**src/rtl/bist_pkg.sv**
```systemverilog
// Shared definitions for the BIST result stage: checker FSM states and the
// default widths / golden signature used by bist_signature_checker.
package bist_pkg;

  localparam int               BIST_SIG_W           = 8;
  localparam int               BIST_CNT_W           = 8;
  localparam int               BIST_TIMEOUT_CYCLES  = 64;
  localparam logic [7:0]       BIST_SIGNATURE_VALID = 8'h27;

  typedef enum logic [1:0] {
    IDLE     = 2'd0,
    WAIT_END = 2'd1,
    COMPARE  = 2'd2,
    REPORT   = 2'd3
  } chk_state_t;

endpackage

```
**src/rtl/bist_sat_counter.sv**
```systemverilog
// Saturating up-counter used for the run and fail statistics. It sticks at
// all-ones instead of wrapping. i_reset is an asynchronous active-low clear.
module bist_sat_counter
  import bist_pkg::*;
#(
  parameter int CNT_W = BIST_CNT_W
) (
  input  logic             i_clock,
  input  logic             i_reset,
  input  logic             i_inc,
  output logic [CNT_W-1:0] o_count
);

  logic [CNT_W-1:0] r_count;
  logic             w_saturated;

  assign w_saturated = &r_count;

  // Count requested increments until all-ones, then hold.
  always_ff @(posedge i_clock or negedge i_reset) begin
    if (!i_reset) begin
      r_count <= '0;
    end else if (i_inc && !w_saturated) begin
      // NOTE: sequential state uses <= so every register samples pre-edge values.
      r_count <= r_count + 1'b1;
    end
  end

  assign o_count = r_count;

endmodule

```
**config.mk**
```make
export PLATFORM = sky130hd
export DESIGN_NAME = bist_sat_counter
export DESIGN_NICKNAME = d
export VERILOG_FILES = /design/src/rtl/bist_pkg.sv /design/src/rtl/bist_sat_counter.sv
export SDC_FILE = /design/constraint.sdc
export NUM_CORES = 1
export LEC_CHECK = 0
export BUFFER_PORTS_ARGS = -buffer_cell sky130_fd_sc_hd__buf_2
export CORE_UTILIZATION = 30
export DETAILED_ROUTE_END_ITERATION = 7
export GPL_TIMING_DRIVEN = 0
export PLACE_DENSITY_LB_ADDON = 0.12
export SLEW_MARGIN = 20
export SYNTH_ARGS = -nofsm -noshare
export SYNTH_HDL_FRONTEND = slang
export SYNTH_SLANG_ARGS = --single-unit
```
**constraint.sdc**
```tcl
create_clock -name i_clock -period 2.5 [get_ports i_clock]
set_input_delay 0.75 -clock i_clock [delete_from_list [all_inputs] [get_ports i_clock]]
set_output_delay 0.75 -clock i_clock [all_outputs]
set_load 0.01 [all_outputs]
```
==> results.toml <==
[setup_path]
rrSetupSlack_ns = 1.11
cp-startpoint = "o_count[3]"
critPathSlowestCell = "dfrtp_1"
critPathKind = "register to primary output"
crit_fanout = 6
cp.depth = 1
r2r_cells = 4
start_kind = "register"
crit_end = "o_count[3]"
crit_family = "flip-flops"
arrival_ns = 0.87
crit_path_end_kind = "primary output"
cpPeakStageDelay_ns = 0.44
r2r_start = "o_count[0]"
cp.required_ns = 1.75
crit_chain = "buf_2"
r2r_end = "o_count[1]"
path_buf_inv = 1

[timing]
rsz0062_at_grt = "no"
period_needed_ns = 1.62
tightest_slew_ns = 0.198
skew_ns = 0.00529
maxSlewHeadroom_pct = 86.6
drv_slew = 0
setup_violations = 0
final.setup.tns_ns = 0
hold_viol_final = 0
fin_crit_sh_pct = 64.6
worst_slack_ns = 0.884
max_freq_mhz = 619

[worst_hold_path]
hold_class = "primary input to async pin"

[routing]
routed_wl_um = 752
vias = 317
drc = 0
detail-route-antenna-nets = 0
first_iter_violations = 3
dr.pass1.iters = 2
routedWlPerCell_um = 12.1
detail_route.vias_per_cell = 5.11

[global_route]
grt_pass1_wl_um = 1320
grt.total_usage_pct = 13.8
antenna_found_initial = 0
grt_pass1_vias = 303
grt_overflow = 0
grt_max_degree = 9

[floorplan]
die_h_um = 38.1
coreArea_sq_um = 1160
start_util_pct = 33.8
die_x_um = 38.1
dieArea_sq_um = 1450
fp-row-count = 12
io_pins = 11

[clocking]
post_cts_buffers = 0
cts_sinks = 8
cts_resized = 0
clock_latency_ns = 0.25
htree_levels = 1
tritoncts = "built"
root_buffer = "clkbuf_4"
path_clk_slew_ns = 0.06
ctsHoldBuffers = 0
clk_path_buf_depth = 2
cts_buffers = 3

[cells_and_area]
largest_reg_flops = 8
fin_util_pct = 41.6
diodes = 0
drive_gt1_share_pct = 31.3
layout.nets = 54
areaGrowthSynthToFinish_pct = 23.1

[logic_synthesis]
synthTopCellsByArea = "dfrtp_1, xnor2_1, a21oi_1"
synth_nets = 39
yosys.area.top_type_share_pct = 51.3
ys.flop_type = "dfrtp_1"
synth_area_sq_um = 390
postSynthCellCount = 35
avgSynthCellArea_sq_um = 11.2
yosys_warnings = 0
ys_seq_elements = 8
async_flop_share_pct = 100
synth.most_common_cell = "dfrtp_1"
synth-edff-count = 0
ys_top_cells_by_count = "dfrtp_1, xnor2_1, a21oi_1, nand3_1"
ys_types = 18
synth_top_area_cell = "dfrtp_1"
yosysSeqAreaShare_pct = 51.3

[placement]
place_congestion = 0.731
io_buffers = 10
pre_cts_ws_ns = 0.977

[power_and_ir_drop]
p_leak_uw = 0.000216
power_density_nw_per_um2 = 1190
vdd_ir_drop_max_uv = 468
p_total_uw = 572

[run]
maxCapViolCount = 0

[status]
status = "finished clean"
placed cells by master, fill, tap and decap left out:
cell,instances
buf_2,10
dfrtp_1,8
xnor2_1,4
nand3_1,3
a21oi_1,3
clkbuf_4,3
and3_1,2
o211ai_1,2
nand2_1,2
nand4_2,1
and4_1,1
o21ai_0,1
o21ai_2,1
mux2_1,1
inv_1,1
nand4_1,1
nor2b_1,1
and2_1,1
a2bb2oi_1,1
ha_1,1
final cells by class:
class	count	area, sq um
timing repair buffer	10	50.0
inverter	1	3.75
fill	121	676
sequential	8	200
tap	14	17.5
multi-input combinational	26	186
clock buffer	3	22.5
logic make-up (layout without fill, tap and decap cells):
| family | count (synthesis) | in the layout | share of synthesized area, % |
|---|---|---|---|
| simple gates | 12 | 12 | 19.2 |
| compound gates | 8 | 8 | 13.5 |
| fa+ha+maj | 1 | 1 | 3.20 |
| flops | 8 | 8 | 51.3 |
| mux | 1 | 1 | 2.88 |
| buf+inv | 1 | 14 | 0.961 |
| xor+xnor | 4 | 4 | 8.97 |
worst register-to-register path: cells and delay by family (launching register included):
family	cells	cell delay, ns
simple gates	1	0.15
fa+ha+maj	1	0.22
compound gates	1	0.19
mux	1	0.33
flops	1	0.39
per-layer routing:
layer  track usage [%]  share of wire [%]  vias to the layer above
met4              8.04                1.1                        0
met1              17.3                 48                      153
met3              5.23                5.1                        2
met5                 0                  0                        -
met2              19.9                 45                        8
li1                  -                  -                      154
metrics by stage:
stage	cell area (sq um)	hold WS [ns]	instances
after CTS	480	0.332	62
after detailed placement	458	0.514	59
final	480	0.329	62
after global routing	480	0.330	62
after global placement	458	0.497	59
after floorplan	390	0.454	35
power by group:
| part | internal, uW | switching, uW |
|---|---|---|
| sequential | 187 | 74.9 |
| clock | 55.0 | 44.1 |
| combinational | 104 | 107 |
worst min-delay path by stage:
stage                    start         end
global route           i_reset  o_count[4]
floorplan              i_reset  o_count[0]
detailed placement  o_count[0]  o_count[0]
CTS                    i_reset  o_count[4]
finish                 i_reset  o_count[4]
global placement    o_count[0]  o_count[0]
Note: power is estimated with default switching activity, not from simulation.
